## src/rtl/cdec8_mem_arbiter_pkg.sv

```systemverilog
// ----------------------------------------------------------------------------
// cdec8_mem_arbiter_pkg
// Shared definitions for the CDEC8 memory arbiter:
//   - arb_state_t : arbiter state encoding (3 bits)
//   - WDT_LIMIT   : idle-counter value that forces the host off memory
//                   (used only when CDEC8_ARB_WDT_EN is defined)
// ----------------------------------------------------------------------------
package cdec8_mem_arbiter_pkg;

    typedef enum logic [2:0] {
        ST_RUN     = 3'd0,  // CPU owns memory
        ST_ENTER   = 3'd1,  // CPU being put into reset, host not yet granted
        ST_HOST    = 3'd2,  // host owns memory, waiting for an access strobe
        ST_WAIT    = 3'd3,  // accepted host access, RAM read data settling
        ST_RELEASE = 3'd4   // memory back on the CPU side, CPU still in reset
    } arb_state_t;

    localparam logic [15:0] WDT_LIMIT = 16'hFFFF;

endpackage

```

## src/rtl/cdec8_arb_mux.sv

```systemverilog
// ----------------------------------------------------------------------------
// cdec8_arb_mux
// Combinational select of the RAM address / write data / write enable,
// keyed by the arbiter state. Three sources: CPU, live host port, and the
// host access captured at acceptance (held through the WAIT cycle).
//
// Ports:
//   state                    in   arbiter state
//   cpu_adrs/cpu_data_out    in   CDEC8 address / write data
//   cpu_mmwr_en              in   CDEC8 write enable
//   host_adrs/host_wdata     in   live host address / write data
//   host_valid/host_we       in   host strobe / write flag
//   held_adrs/held_wdata     in   captured host access
//   mem_adrs/mem_wdata       out  RAM address / write data
//   mem_we                   out  RAM write enable
// ----------------------------------------------------------------------------
module cdec8_arb_mux
    import cdec8_mem_arbiter_pkg::*;
(
    input  arb_state_t  state,
    input  logic [7:0]  cpu_adrs,
    input  logic [7:0]  cpu_data_out,
    input  logic        cpu_mmwr_en,
    input  logic [7:0]  host_adrs,
    input  logic [7:0]  host_wdata,
    input  logic        host_valid,
    input  logic        host_we,
    input  logic [7:0]  held_adrs,
    input  logic [7:0]  held_wdata,
    output logic [7:0]  mem_adrs,
    output logic [7:0]  mem_wdata,
    output logic        mem_we
);

    always_comb begin
        // NOTE: every output gets a default first so no path can infer a latch.
        mem_adrs  = cpu_adrs;
        mem_wdata = cpu_data_out;
        mem_we    = 1'b0;
        case (state)
            ST_RUN: begin
                mem_we = cpu_mmwr_en;
            end
            ST_HOST: begin
                mem_adrs  = host_adrs;
                mem_wdata = host_wdata;
                mem_we    = host_valid & host_we;
            end
            ST_WAIT: begin
                // Address stays on the accepted access; the write already
                // happened on the acceptance edge, so the enable stays low.
                mem_adrs  = held_adrs;
                mem_wdata = held_wdata;
            end
            default: begin
                // ENTER / RELEASE: CPU side on the bus, writes blocked.
            end
        endcase
    end

endmodule

```

## src/rtl/cdec8_mem_arbiter.sv

```systemverilog
// ----------------------------------------------------------------------------
// cdec8_mem_arbiter
// Shares the CDEC8 8-bit memory port between the CPU and a host/loader port.
// While the host owns memory the CPU is held in reset, so it never observes
// a partial access. RAM is synchronous: write on the mem_we edge, read data
// one cycle after the address.
//
// Parameters:
//   RST_CYCLES  cycles cpu_reset_N stays low after the host releases (1..15)
//   BOOT_HOLD   1: hold the CPU after reset and hand memory to the host first
//
// Optional feature (macro CDEC8_ARB_WDT_EN):
//   16-bit idle watchdog in HOST; on expiry memory is forced back to the CPU,
//   sticky output wdt_trip is set, and host_req must drop before a new grant.
//
// Ports:
//   clock, reset_N           system clock, async active-low reset
//   cpu_adrs/cpu_data_out/cpu_mmwr_en   CDEC8 memory outputs
//   cpu_data_in              to CDEC8 data_in (= mem_rdata)
//   cpu_reset_N              registered reset to CDEC8
//   host_req/host_gnt        host ownership request / grant
//   host_valid/host_we/host_adrs/host_wdata   host access strobe and payload
//   host_ready/host_rdata    access-complete pulse / read data
//   mem_adrs/mem_wdata/mem_we/mem_rdata       RAM port
//   wdt_trip                 sticky watchdog flag (CDEC8_ARB_WDT_EN only)
// ----------------------------------------------------------------------------
module cdec8_mem_arbiter
    import cdec8_mem_arbiter_pkg::*;
#(
    parameter int RST_CYCLES = 2,
    parameter bit BOOT_HOLD  = 1'b0
) (
    input  logic        clock,
    input  logic        reset_N,
    input  logic [7:0]  cpu_adrs,
    input  logic [7:0]  cpu_data_out,
    input  logic        cpu_mmwr_en,
    output logic [7:0]  cpu_data_in,
    output logic        cpu_reset_N,
    input  logic        host_req,
    output logic        host_gnt,
    input  logic        host_valid,
    input  logic        host_we,
    input  logic [7:0]  host_adrs,
    input  logic [7:0]  host_wdata,
    output logic        host_ready,
    output logic [7:0]  host_rdata,
    output logic [7:0]  mem_adrs,
    output logic [7:0]  mem_wdata,
    output logic        mem_we,
    input  logic [7:0]  mem_rdata
`ifdef CDEC8_ARB_WDT_EN
    ,
    output logic        wdt_trip
`endif
);

    localparam arb_state_t RESET_STATE = BOOT_HOLD ? ST_ENTER : ST_RUN;
    localparam logic [3:0] RST_LAST    = 4'(RST_CYCLES - 1);

    arb_state_t  state;
    logic [3:0]  rel_cnt;
    logic [7:0]  held_adrs;
    logic [7:0]  held_wdata;
    logic        held_we;
    logic        enter_ok;

`ifdef CDEC8_ARB_WDT_EN
    localparam logic [15:0] WDT_TRIP_AT = WDT_LIMIT - 16'd1;
    logic [15:0] wdt_cnt;
    logic        wdt_block;  // set by a trip, cleared once host_req drops

    assign enter_ok = host_req & ~wdt_block;
`else
    assign enter_ok = host_req;
`endif

    // The CPU reads RAM directly; while it is held in reset this is harmless.
    assign cpu_data_in = mem_rdata;

    cdec8_arb_mux u_mux (
        .state        (state),
        .cpu_adrs     (cpu_adrs),
        .cpu_data_out (cpu_data_out),
        .cpu_mmwr_en  (cpu_mmwr_en),
        .host_adrs    (host_adrs),
        .host_wdata   (host_wdata),
        .host_valid   (host_valid),
        .host_we      (host_we),
        .held_adrs    (held_adrs),
        .held_wdata   (held_wdata),
        .mem_adrs     (mem_adrs),
        .mem_wdata    (mem_wdata),
        .mem_we       (mem_we)
    );

    always_ff @(posedge clock or negedge reset_N) begin
        if (!reset_N) begin
            state       <= RESET_STATE;
            cpu_reset_N <= 1'b0;
            host_gnt    <= 1'b0;
            host_ready  <= 1'b0;
            host_rdata  <= 8'h00;
            rel_cnt     <= 4'd0;
            held_adrs   <= 8'h00;
            held_wdata  <= 8'h00;
            held_we     <= 1'b0;
`ifdef CDEC8_ARB_WDT_EN
            wdt_cnt     <= 16'd0;
            wdt_trip    <= 1'b0;
            wdt_block   <= 1'b0;
`endif
        end else begin
            // NOTE: non-blocking assignments throughout, so every branch sees
            // the pre-edge values of all state registers.
            host_ready <= 1'b0;
`ifdef CDEC8_ARB_WDT_EN
            if (!host_req) wdt_block <= 1'b0;
`endif
            case (state)
                ST_RUN: begin
                    if (enter_ok) begin
                        state       <= ST_ENTER;
                        cpu_reset_N <= 1'b0;
                    end else begin
                        cpu_reset_N <= 1'b1;
                    end
                end

                ST_ENTER: begin
                    cpu_reset_N <= 1'b0;
                    host_gnt    <= 1'b1;
                    state       <= ST_HOST;
`ifdef CDEC8_ARB_WDT_EN
                    wdt_cnt     <= 16'd0;
                    wdt_trip    <= 1'b0;
`endif
                end

                ST_HOST: begin
                    if (host_valid) begin
                        state      <= ST_WAIT;
                        held_adrs  <= host_adrs;
                        held_wdata <= host_wdata;
                        held_we    <= host_we;
`ifdef CDEC8_ARB_WDT_EN
                        wdt_cnt    <= 16'd0;
                    end else if (wdt_cnt == WDT_TRIP_AT) begin
                        // Counter reaches WDT_LIMIT on this edge: evict host.
                        state      <= ST_RELEASE;
                        host_gnt   <= 1'b0;
                        rel_cnt    <= 4'd0;
                        wdt_cnt    <= WDT_LIMIT;
                        wdt_trip   <= 1'b1;
                        wdt_block  <= 1'b1;
`endif
                    end else if (!host_req) begin
                        state      <= ST_RELEASE;
                        host_gnt   <= 1'b0;
                        rel_cnt    <= 4'd0;
                    end
`ifdef CDEC8_ARB_WDT_EN
                    else begin
                        wdt_cnt    <= wdt_cnt + 16'd1;
                    end
`endif
                end

                ST_WAIT: begin
                    // Read data is on mem_rdata now (address was presented
                    // in the acceptance cycle); completion pulses regardless
                    // of host_req so an in-flight access is never dropped.
                    host_ready <= 1'b1;
                    if (!held_we) host_rdata <= mem_rdata;
                    if (!host_req) begin
                        state    <= ST_RELEASE;
                        host_gnt <= 1'b0;
                        rel_cnt  <= 4'd0;
                    end else begin
                        state    <= ST_HOST;
                    end
                end

                ST_RELEASE: begin
                    if (enter_ok) begin
                        state   <= ST_ENTER;
                        rel_cnt <= 4'd0;
                    end else if (rel_cnt == RST_LAST) begin
                        state       <= ST_RUN;
                        cpu_reset_N <= 1'b1;
                        rel_cnt     <= 4'd0;
                    end else begin
                        rel_cnt <= rel_cnt + 4'd1;
                    end
                end

                default: begin
                    // Unreachable encodings: park safely with the CPU held.
                    state       <= ST_ENTER;
                    cpu_reset_N <= 1'b0;
                    host_gnt    <= 1'b0;
                end
            endcase
        end
    end

endmodule

```

## config.mk

```make
export PLATFORM = sky130hd
export DESIGN_NAME = cdec8_mem_arbiter
export DESIGN_NICKNAME = d
export VERILOG_FILES = /design/src/rtl/cdec8_mem_arbiter_pkg.sv /design/src/rtl/cdec8_arb_mux.sv /design/src/rtl/cdec8_mem_arbiter.sv
export SDC_FILE = /design/constraint.sdc
export NUM_CORES = 1
export LEC_CHECK = 0
export ABC_AREA = 0
export CELL_PAD_IN_SITES_DETAIL_PLACEMENT = 1
export CELL_PAD_IN_SITES_GLOBAL_PLACEMENT = 1
export CORE_MARGIN = 2
export CORE_UTILIZATION = 31
export DETAILED_ROUTE_END_ITERATION = 10
export GPL_ROUTABILITY_DRIVEN = 1
export PLACE_DENSITY = 0.84
export SLEW_MARGIN = 15
export SYNTH_ARGS = -nofsm -noshare
export SYNTH_HDL_FRONTEND = slang
export SYNTH_SLANG_ARGS = --single-unit
```

## constraint.sdc

```tcl
create_clock -name clock -period 1.8 [get_ports clock]
set_clock_uncertainty 0.05 [all_clocks]
set_input_delay 0.27 -clock clock [delete_from_list [all_inputs] [get_ports clock]]
set_output_delay 0.27 -clock clock [all_outputs]
set_load 0.02 [all_outputs]
```

* Word level (Yosys, flattened, before mapping)
Index checks and enable logic that the tools add are counted.
** Word-level totals
- Register bits after elaboration :: 35
- Input port bits :: 46
- Output and inout bits :: 36
- Word-level logic and storage cells :: 58
** Cells by class
- Add/subtract/negate cells :: 1
- Equal/unequal tests :: 11
- Multiplexer cells :: 23
- Bitwise logic cells :: 4
- Reductions and logical operators :: 10
** Operators with widths (count)
- $pmux W8 S2 :: 2
- $mux W3 :: 6
- $mux W4 :: 4
- $pmux W3 S5 :: 1
- $pmux W4 S3 :: 1
- $ne A2 B2 Y1 const B :: 4
- $reduce_and A2 Y1 :: 4
- $eq A3 B2 Y1 const B :: 2
- $mux W1 :: 6
- $ne A3 B3 Y1 const B :: 2
- $reduce_and A3 Y1 :: 2
- $add A4 B1 Y4 const B :: 1
- $eq A4 B1 Y1 const B :: 1
- $pmux W1 S4 :: 1
- $reduce_or A2 Y1 :: 2
- $eq A3 B1 Y1 const B :: 1
- $eq A3 B3 Y1 const B :: 1
- $logic_not A3 Y1 :: 1
- $not A1 Y1 :: 3
- $pmux W1 S3 :: 1
- $reduce_bool A3 Y1 :: 1
- $pmux W1 S2 :: 1
- $and A1 B1 Y1 :: 1

* Logic depth before layout (Yosys ltp)
Gate-level depths: netlist (run 1).
- Depth after elaboration :: 4
- Gate-level depth with buffers :: 6
- Gate-level depth less buffers :: 6

* Hierarchy
A second synthesis (run 1) with hierarchy kept.
** Second synthesis, totals
- Cell total of the unflattened synthesis :: 154
- Area, all modules :: 2044.5 µm²
** By module, submodules not included
- cdec8_mem_arbiter :: times used 1, cells an instance 114, area an instance 1544.0 µm², seq. area each 875.8 µm²
- cdec8_arb_mux :: times used 1, cells an instance 40, area an instance 500.5 µm², seq. area each 0.0 µm²

* Worst setup path before layout (run 1)
No wires, ideal clock.
- Kind :: register to output
- Start :: register state[2]
- End :: output mem_wdata[1]
- Arrival :: 1436 ps
- Data required time :: 1480 ps
- Setup slack :: 44 ps
- Stages on the path, launching flop included :: 6
- Buffers on the path :: 3
- Cells stage by stage :: dfrtp_1 > buf_6 > nand2b_4 > buf_6 > clkbuf_1 > o21ai_0
** Between the ends
- Cells in the longest elaborated chain, start to end :: 2
- Elaborated cells on any way between the ends :: 3
- Those cells by class :: eq/ne: 2; mux: 1
** Ends and longest elaborated chain
- start: declaration :: RTL line cdec8_mem_arbiter.sv:61 : arb_state_t state;
- start signal: assignment :: RTL line cdec8_mem_arbiter.sv:99 : state <= RESET_STATE;
- start signal: assignment :: RTL line cdec8_mem_arbiter.sv:123 : state <= ST_ENTER;
- start signal: assignment :: RTL line cdec8_mem_arbiter.sv:133 : state <= ST_HOST;
- $eq A3 B2 Y1 :: RTL line cdec8_arb_mux.sv:40 : case (state)
- $pmux W8 S2 (*) :: RTL line cdec8_arb_mux.sv:40
- end: declaration :: RTL line cdec8_mem_arbiter.sv:49 : output logic [7:0] mem_wdata,
Every way passes the cells marked *; elsewhere a longest branch is shown, timed or not.

* Worst setup path in the final report (run 1)
- Start :: register state[0]
- End :: output mem_wdata[7]
The elaborated chain is that of the path after synthesis.

==> results of run 1 <==
==> repair_timing <==
item / 4_1_cts / 5_1_grt
cloned: 1 / 1
endpoints found under the setup margin: 17 / 13
buffers inserted: 5 / 3
endpoints found under the hold margin: 35 / 0
pin swaps: 0 / 1
hold buffers: 1 / 0
resized for setup: 82 / 17
==> layout make-up <==
class / count / area (sq um) / area share [%]
Timing Repair Buffer: 104 / 961 / 32.6
Tap cell: 75 / 93.8 / 3.18
Sequential cell: 35 / 878 / 29.8
Multi-Input combinational cell: 118 / 906 / 30.7
Inverter: 3 / 11.3 / 0.382
Clock buffer: 8 / 100 / 3.39
==> per-stage QoR <==
| step | setup slack [ps] | cells | TNS (ps) | total power, mW | area (sq um) |
|---|---|---|---|---|---|
| finish | 53.8 | 343 | 0 | 5.02 | 2950 |
| global route | 2.46 | 343 | 0 | 5.36 | 2950 |
| CTS | 0.443 | 339 | 0 | 4.95 | 2920 |
| detailed placement | -244 | 324 | -3170 | 4.28 | 2800 |
| global placement | -154 | 324 | -2400 | 4.18 | 2800 |
| floorplan | 44.1 | 172 | 0 | 3.05 | 1890 |
==> sequential cells by signal (all words and copies together), names as in the netlist <==
register / flops
cpu_reset_N: 1
held_adrs: 8
held_wdata: 8
held_we: 1
host_gnt: 1
host_rdata: 8
host_ready: 1
rel_cnt: 4
state: 3
==> final timing paths <==
kind	slack, ps	end	startpoint	cells after the start
max	50	mem_wdata[7]	state[0]$_DFFE_PN0P_	5
min	460	held_adrs[5]$_DFFE_PN0P_	held_adrs[5]$_DFFE_PN0P_	1
max reg2reg	80	held_wdata[2]$_DFFE_PN0P_	state[1]$_DFFE_PN0P_	6
min reg2reg	460	held_adrs[5]$_DFFE_PN0P_	held_adrs[5]$_DFFE_PN0P_	1
max in group asynchronous	830	state[1]$_DFFE_PN0P_	reset_N	3
min in group asynchronous	530	held_adrs[3]$_DFFE_PN0P_	reset_N	3
==> cells by family (layout without fill, tap and decap cells) <==
group,count (synthesis),count (layout),share of synthesized area (%)
multiplexers,41,41,23.4
buffers and inverters,20,115,7.10
flip-flops,35,35,46.4
adder cells (fa/ha/maj),2,2,1.33
XOR/XNOR,1,1,0.465
AO/OA/AOI/OAI,32,32,9.42
AND/OR/NAND/NOR,41,42,11.8
==> synthesized netlist by cell type <==
| cell type | number | share of area [%] |
|---|---|---|
| nand2b_1 | 5 | 1.7 |
| inv_1 | 3 | 0.60 |
| nand2_1 | 22 | 4.4 |
| mux2i_1 | 16 | 8.5 |
| buf_6 | 3 | 1.8 |
| o211ai_1 | 1 | 0.40 |
| o31ai_1 | 1 | 0.40 |
| o21bai_1 | 1 | 0.40 |
| a21oi_1 | 4 | 1.1 |
| nand2b_4 | 1 | 0.73 |
| nor3_4 | 1 | 0.86 |
| nor3b_1 | 1 | 0.40 |
| buf_2 | 2 | 0.53 |
| a31oi_1 | 2 | 0.66 |
| nand3_1 | 3 | 0.80 |
| o21ai_1 | 1 | 0.27 |
| clkbuf_1 | 3 | 0.60 |
| nor2_8 | 1 | 1.1 |
| o21ai_0 | 20 | 5.3 |
| nor2b_1 | 2 | 0.66 |
| dfrtp_1 | 35 | 46 |
| ha_1 | 2 | 1.3 |
| xor2_1 | 1 | 0.46 |
| o2bb2ai_1 | 1 | 0.46 |
| a311oi_1 | 1 | 0.46 |
| nor2_1 | 3 | 0.60 |
| nor3_1 | 1 | 0.27 |
| buf_4 | 9 | 3.6 |
| nand3b_1 | 1 | 0.40 |
| mux2_2 | 25 | 15 |
==> power by group through the flow <==
stage                     registers, mW  logic [mW]  clock network [mW]
final                              1.38        3.00               0.634
after global routing               1.44        3.24               0.683
after CTS                          1.39        2.91               0.658
after detailed placement           1.38        2.90                   0
after global placement             1.35        2.83                   0
after floorplan                    1.47        1.58                   0
==> per-layer routing <==
layer / part of all wire [%] / global-route usage, %
met2: 53 / 31.7
met5: 0 / 0
met4: 1.2 / 5.50
met1: 39 / 18.1
met3: 6.8 / 3.96
==> flow_summary.yaml, run 1 <==
outcome:
  status: "finished clean"
placement:
  gp_congestion: 0.765
  io_buffers: 81
  hpwlAfterDp_um: 3570
worst_setup_path:
  worstSetupStartpointType: "flop"
  cp_top_family: "buffers and inverters"
  criticalPathCategory: "reg2out"
  max_stage_delay_ps: 450
  crit_required_ps: 1480
  end_kind: "primary output"
  path_common_cell: "buf_4"
  crit_chain: "buf_12, buf_4, mux2i_1, o21ai_1, buf_4"
  crit_slowest_cell: "dfrtp_2"
  critPathArrivalTime_ps: 1430
  path_max_fanout: 8
  worst-path-buf-inv: 3
global_routing:
  grt-ovfl-total: 0
  grt_pass1_vias: 1810
  grt_usage_pct: 16.7
  grt_max_degree: 36
  grt_first_pass_wirelength_um: 8450
  antenna_found_initial: 0
power:
  irDropWorstVdd_mv: 0.637
  power_leakage_nw: 1.30
  sw_frac_of_total_pct: 40.1
  clkPwrFrac_pct: 12.6
  power_density_nw_per_um2: 1700
  share_seq_of_total_power_pct: 27.6
  p_comb_share_pct: 59.8
  p_sw_mw: 2.01
  internal_power_mw: 3.00
timing:
  whs_ps: 458
  max_clock_freq_ghz: 0.573
  drv_slew: 0
  min_period_ps: 1750
  setup_violations: 0
  period_share_pct: 97.0
  relSlewSlack_pct: 69.5
  finalHoldViolCount: 0
  rsz0062_at_grt: "true"
  tightestPinTransition_ps: 457
floorplanning:
  die-area_sq_um: 6720
  core_area_sq_um: 5890
  ios: 82
  die_w_um: 82.0
  dieHeight_um: 82.0
  initial_core_util_pct: 32.0
  rows: 28
clock_network:
  htreeDepth: 2
  clk_path_buf_depth: 2
  cts_buffers: 5
  clk_root_buffer_cell: "clkbuf_8"
  cts_tree: "yes"
  clkTransAtPathRegs_ps: 70
  insertion_delay_ps: 290
  clock_sinks: 35
finish:
  fill_cells: 667
  nets: 315
  drive_gt1_share_pct: 30.2
  utilization_pct: 50.1
  num_antenna_cells: 0
  area_delta_synth_final_pct: 56.5
  layout_commonest_cell: "clkdlybuf4s50_1"
  layout_common_cells: "63 x clkdlybuf4s50_1, 33 x dfrtp_1, 25 x mux2_2"
yosys:
  yosys_warnings: 0
  ys_ff_latch: 35
  syn_area_per_cell_sq_um: 11.0
  synth_cells: 172
  syn_nets: 220
  yosysUniqueCellTypes: 30
  synth_area_sq_um: 1890
  ys_seq_area_share_pct: 46.4
route:
  vias: 1654
  wl_per_cell_um: 15.7
  viasPerCell: 4.82
  drcViolationCount: 0
  routed_wl_um: 5400
  drt_pass1_iterations: 4
  drtIter0Drc: 26
  antenna_left: 0
hold_path:
  hold_path.class: "reg2reg"
flow_run:
  cap_violations: 0
No activity file was read; power rests on OpenSTA's default activity.
==> inputs of run 2 (changes only) <==
--- a/config.mk
+++ b/config.mk
@@ -12,7 +12,7 @@
 export CORE_UTILIZATION = 31
 export DETAILED_ROUTE_END_ITERATION = 10
 export GPL_ROUTABILITY_DRIVEN = 1
-export PLACE_DENSITY = 0.84
+export PLACE_DENSITY_LB_ADDON = 0.2
 export SLEW_MARGIN = 15
 export SYNTH_ARGS = -nofsm -noshare
 export SYNTH_HDL_FRONTEND = slang
==> run 2 against run 1 <==
The run now ends with negative setup slack left. Global-route usage shrank 0.28 points. Count of clock-buffer cells in the layout shrank 1. Cell area shrank 0.89%. Combinational power shrank 2%. Hold slack lost 0.93 ps. Core utilization shrank 0.45 points. Maximum frequency shrank 3.9%. Sequential power is essentially flat. Critical endpoint is now mem_wdata[1]. Highest routed layer unchanged.
==> flow_summary.yaml, run 2 (synthesis results as in run 1) <==
outcome:
  status: "finished with violations"
  failed_checks: "negative setup slack"
floorplanning:
  initial_core_util_pct: 32.0
  die_w_um: 82.0
  core_area_sq_um: 5890
  die-area_sq_um: 6720
  rows: 28
  ios: 82
  dieHeight_um: 82.0
placement:
  dpl-instance-area_sq_um: 2810
  io_buffers: 81
  place_inst: 326
  hpwlAfterDp_um: 3720
  gp_congestion: 0.736
finish:
  fill_cells: 672
  layout_commonest_cell: "clkdlybuf4s50_1"
  stdcell_area_sq_um: 2920
  layout_common_cells: "63 x clkdlybuf4s50_1, 34 x dfrtp_1, 25 x mux2_2"
  instances_no_fill: 342
  num_antenna_cells: 0
  nets: 314
  drive_gt1_share_pct: 28.5
  area_delta_synth_final_pct: 55.1
  top_regs: "held_adrs (8), held_wdata (8), host_rdata (8)"
  multi_input_area_sq_um: 895
  seq_area_sq_um: 877
clock_network:
  clock_sinks: 35
  htreeDepth: 2
  clk_root_buffer_cell: "clkbuf_8"
  cts_tree: "yes"
  clk_path_buf_depth: 2
  clkTransAtPathRegs_ps: 70
  insertion_delay_ps: 280
  cts_buffers: 5
worst_setup_path:
  path_max_fanout: 8
  rr_worst_depth: 5
  r2r-start: "state[2]$_DFFE_PN0P_"
  end_kind: "primary output"
  critPathArrivalTime_ps: 1500
  ff2ff_setup_slack_ps: 90
  endpoint: "mem_wdata[1]"
  criticalPathCategory: "reg2out"
  r2r_end: "host_rdata[4]$_DFFE_PN0P_"
  worstSetupStartpointType: "flop"
  crit_required_ps: 1480
  worstSetupStartpoint: "state[0]$_DFFE_PN0P_"
global_routing:
  grt_first_pass_wirelength_um: 8410
  antenna_found_initial: 0
  grt_max_degree: 36
  grt-ovfl-total: 0
  grt_pass1_vias: 1795
  grt_usage_pct: 16.5
route:
  drtIter0Drc: 34
  antenna_left: 0
  routed_wl_um: 5170
  drcViolationCount: 0
  drt_pass1_iterations: 3
  wl_per_cell_um: 15.1
  vias: 1630
  viasPerCell: 4.77
timing:
  setup_violations: 1
  drv_slew: 0
  relSlewSlack_pct: 69.9
  min_period_ps: 1820
  worst_slack_ps: -17.3
  finalHoldViolCount: 0
  tightestPinTransition_ps: 452
  max_clock_freq_ghz: 0.550
  period_share_pct: 101
  rsz0062_at_grt: "true"
hold_path:
  hold_path.class: "reg2reg"
power:
  power_density_nw_per_um2: 1660
  power_leakage_nw: 1.28
  power_mw: 4.86
  irDropWorstVdd_mv: 0.674
flow_run:
  cap_violations: 0
run 2: changes by cell type in the layout (fill, tap and decap cells not counted), moves of 2 or more:
cell             change
o21ai_1              -2
clkbuf_2             +5
o21ai_0              +2
buf_2                -9
clkdlybuf4s15_2      +3
clkbuf_8             -2
run 2: worst min path at each step:
stage / startpoint / end / cells past startpoint
5_1_grt: host_rdata[0]$_DFFE_PN0P_ / host_rdata[0]$_DFFE_PN0P_ / 1
6_report: held_adrs[4]$_DFFE_PN0P_ / held_adrs[4]$_DFFE_PN0P_ / 1
2_1_floorplan: reset_N / cpu_reset_N$_DFFE_PN0P_ / 0
4_1_cts: held_wdata[3]$_DFFE_PN0P_ / held_wdata[3]$_DFFE_PN0P_ / 1
3_5_place_dp: reset_N / held_adrs[0]$_DFFE_PN0P_ / 2
3_3_place_gp: reset_N / held_adrs[0]$_DFFE_PN0P_ / 2
run 2: per-stage QoR:
step                setup TNS [ps]  util (%)  setup slack [ps]  hold slack (ps)
CTS                              0      49.8             0.235              463
floorplan                        0         -              44.1            -75.6
global placement             -1720      47.8              -150              290
finish                       -17.3      49.7             -17.3              457
global route                  -172      49.7             -79.2              473
detailed placement           -2170      47.8              -195              299
run 2: power by group:
part	switching, mW	internal (mW)	total (mW)
Clock	0.277	0.272	0.549
Combinational	1.46	1.48	2.93
Sequential	0.226	1.15	1.38
run 2: final cells by class:
type	instances	share of cell area (%)
flip-flops and latches	35	30.0
clock inverters	1	0.171
inverters	3	0.385
repair buffers	103	33.0
clock buffers	7	2.61
multi-input cells	118	30.6
well taps	75	3.21
run 2: routing by layer:
layer / routed length (um) / GRT usage [%] / vias up
met5: 0 / 0 / -
met4: 53 / 5.50 / 0
met3: 373 / 4.07 / 5
met2: 2760 / 31.0 / 54
met1: 1980 / 17.8 / 796
li1: - / - / 775
run 2: repair_timing:
item,CTS,global route
pin swaps,0,1
gates resized for setup,63,22
setup endpoints to repair,17,21
hold endpoints to repair,35,0
cloned,1,0
setup buffers,1,5
hold buffers,1,0
run 2: worst max-delay path, cell delays in order, from the launching register on:
cell and delay, ps:
dfrtp_1 420, buf_6 160, buf_4 130, mux2i_1 120
o21ai_0 180, buf_2 200
==> inputs of run 3 (changes only) <==
==> constraint.sdc (replaced) <==
create_clock -name clock -period 2.01 [get_ports clock]
set_clock_uncertainty 0.05 [all_clocks]
set_input_delay 0.3015 -clock clock [delete_from_list [all_inputs] [get_ports clock]]
set_output_delay 0.3015 -clock clock [all_outputs]
set_load 0.02 [all_outputs]
==> run 3 against run 2 <==
The run ends with negative hold slack left. Core utilization fell by 0.74 points. Sequential power fell by 10%. Routed wire length down 6.7%. Via count is 3.1% lower. Sequential share of layout area is 0.46 points higher. Critical path depth shrank 1. Non-clock buffer count is 12 lower. Count of clock-buffer cells in the layout down 2. Register-to-register slack better by 170 ps. Global-route usage shrank 0.78 points. Hold slack got worse by 460 ps. Critical path type unchanged.
==> flow_summary.yaml, run 3 (synthesis results as in run 1) <==
route:
  drtIter0Drc: 32
  viasPerCell: 4.78
  drcViolationCount: 0
  wl_per_cell_um: 14.6
  drt_pass1_iterations: 3
  vias: 1579
  antenna_left: 0
  routed_wl_um: 4830
placement:
  gp_congestion: 0.733
  io_buffers: 81
  hpwlAfterDp_um: 3540
  place_inst: 321
floorplanning:
  rows: 28
  core_area_sq_um: 5890
  dieHeight_um: 82.0
  die-area_sq_um: 6720
  die_w_um: 82.0
  ios: 82
  initial_core_util_pct: 32.0
clock_network:
  clock_sinks: 35
  cts_hold_buf: 0
  cts_tree: "yes"
  clk_root_buffer_cell: "clkbuf_8"
  clkTransAtPathRegs_ps: 70
  insertion_delay_ps: 280
  cts_buffers: 5
  clk_path_buf_depth: 2
  htreeDepth: 2
power:
  p_sw_mw: 1.69
  clkPwrFrac_pct: 17.6
  internal_power_mw: 2.67
  sw_frac_of_total_pct: 38.8
  share_seq_of_total_power_pct: 28.4
  irDropWorstVdd_mv: 0.598
  power_density_nw_per_um2: 1510
  p_comb_share_pct: 54.1
  power_mw: 4.36
  power_leakage_nw: 1.25
timing:
  finalHoldViolCount: 13
  whs_ps: -1.71
  rsz0062_at_grt: "false"
  drv_slew: 0
  period_share_pct: 93.1
  relSlewSlack_pct: 69.5
  max_clock_freq_ghz: 0.534
  min_period_ps: 1870
  setup_violations: 0
  tightestPinTransition_ps: 457
finish:
  drive_gt1_share_pct: 19.2
  num_antenna_cells: 0
  layout_commonest_cell: "clkdlybuf4s50_1"
  layout_common_cells: "63 x clkdlybuf4s50_1, 34 x dfrtp_1, 25 x mux2_2"
  area_delta_synth_final_pct: 52.8
  instances_no_fill: 330
  top_regs: "held_adrs (8), held_wdata (8), host_rdata (8)"
  fill_cells: 660
  nets: 302
global_routing:
  grt_max_degree: 36
  grt_pass1_vias: 1732
  grt-ovfl-total: 0
  grt_usage_pct: 15.7
  antenna_found_initial: 0
  grt_first_pass_wirelength_um: 8070
worst_setup_path:
  worstSetupStartpointType: "flop"
  end_kind: "primary output"
  crit_required_ps: 1660
  critPathArrivalTime_ps: 1520
  path_max_fanout: 8
  crit_slowest_cell: "dfrtp_1"
  r2r_end: "host_rdata[3]$_DFFE_PN0P_"
  r2r-start: "state[2]$_DFFE_PN0P_"
  criticalPathCategory: "reg2out"
  rr_worst_depth: 4
  max_stage_delay_ps: 410
  ff2ff_setup_slack_ps: 260
  crit_chain: "buf_4, mux2i_1, o21ai_0, dlygate4sd2_1"
outcome:
  status: "finished with violations"
  failed_checks: "negative hold slack"
flow_run:
  cap_violations: 0
hold_path:
  hold_path.class: "in2async"
run 3: worst max-delay path by stage:
stage | startpoint | endpoint | slack [ps] | depth (start not counted)
finish | state[0]$_DFFE_PN0P_ | mem_wdata[3] | 140 | 4
global route | state[1]$_DFFE_PN0P_ | rel_cnt[1]$_DFFE_PN0P_ | 30 | 5
CTS | state[0]$_DFFE_PN0P_ | mem_wdata[3] | 120 | 4
detailed placement | cpu_mmwr_en | mem_we | -30 | 5
global placement | cpu_mmwr_en | mem_we | -10 | 5
floorplan | state[2]$_DFFE_PN0P_ | mem_wdata[1] | 220 | 5
run 3: final cells by class:
| type | count | area [sq um] | share of cell area [%] |
|---|---|---|---|
| flip-flops and latches | 35 | 877 | 30.5 |
| inverters | 3 | 11.3 | 0.391 |
| clock inverters | 3 | 67.6 | 2.35 |
| multi-input cells | 118 | 890 | 30.9 |
| clock buffers | 5 | 68.8 | 2.39 |
| well taps | 75 | 93.8 | 3.26 |
| repair buffers | 91 | 872 | 30.3 |
run 3: layer usage:
layer | vias to the layer above | wire length [um] | GRT usage [%]
li1 | 758 | - | -
met1 | 763 | 1950 | 17.9
met2 | 53 | 2490 | 29.1
met3 | 5 | 352 | 3.52
met4 | 0 | 40 | 4.50
met5 | - | 0 | 0
run 3: worst max-delay path, delay by kind of cell (launching register included):
| kind | cells | cell delay [ps] |
|---|---|---|
| mux | 1 | 130 |
| compound gates | 1 | 150 |
| flops | 1 | 410 |
| buf+inv | 2 | 550 |
run 3: power by group through the flow:
stage | clock (mW) | combinational (mW) | sequential (mW)
final | 0.766 | 2.36 | 1.24
after global routing | 0.809 | 2.56 | 1.28
after CTS | 0.785 | 2.41 | 1.24
after detailed placement | 0 | 2.51 | 1.24
after global placement | 0 | 2.49 | 1.22
after floorplan | 0 | 1.41 | 1.32
run 3: metrics by stage:
| stage | area, sq um | util, % | hold slack (ps) | TNS [ps] | setup WS [ps] |
|---|---|---|---|---|---|
| 6_report | 2880 | 48.9 | -1.71 | 0 | 139 |
| 5_1_grt | 2880 | 48.9 | 34.2 | 0 | 27.9 |
| 4_1_cts | 2880 | 48.9 | 11.5 | 0 | 117 |
| 3_5_place_dp | 2750 | 46.7 | 326 | -28.1 | -28.1 |
| 3_3_place_gp | 2750 | 46.7 | 323 | -10.7 | -10.7 |
| 2_1_floorplan | 1890 | - | -44.1 | 0 | 223 |
run 3: timing repair:
| item | 4_1_cts | 5_1_grt |
|---|---|---|
| setup buffers | 0 | 0 |
| resized for setup | 19 | 0 |
| endpoints found under the setup margin | 17 | 0 |
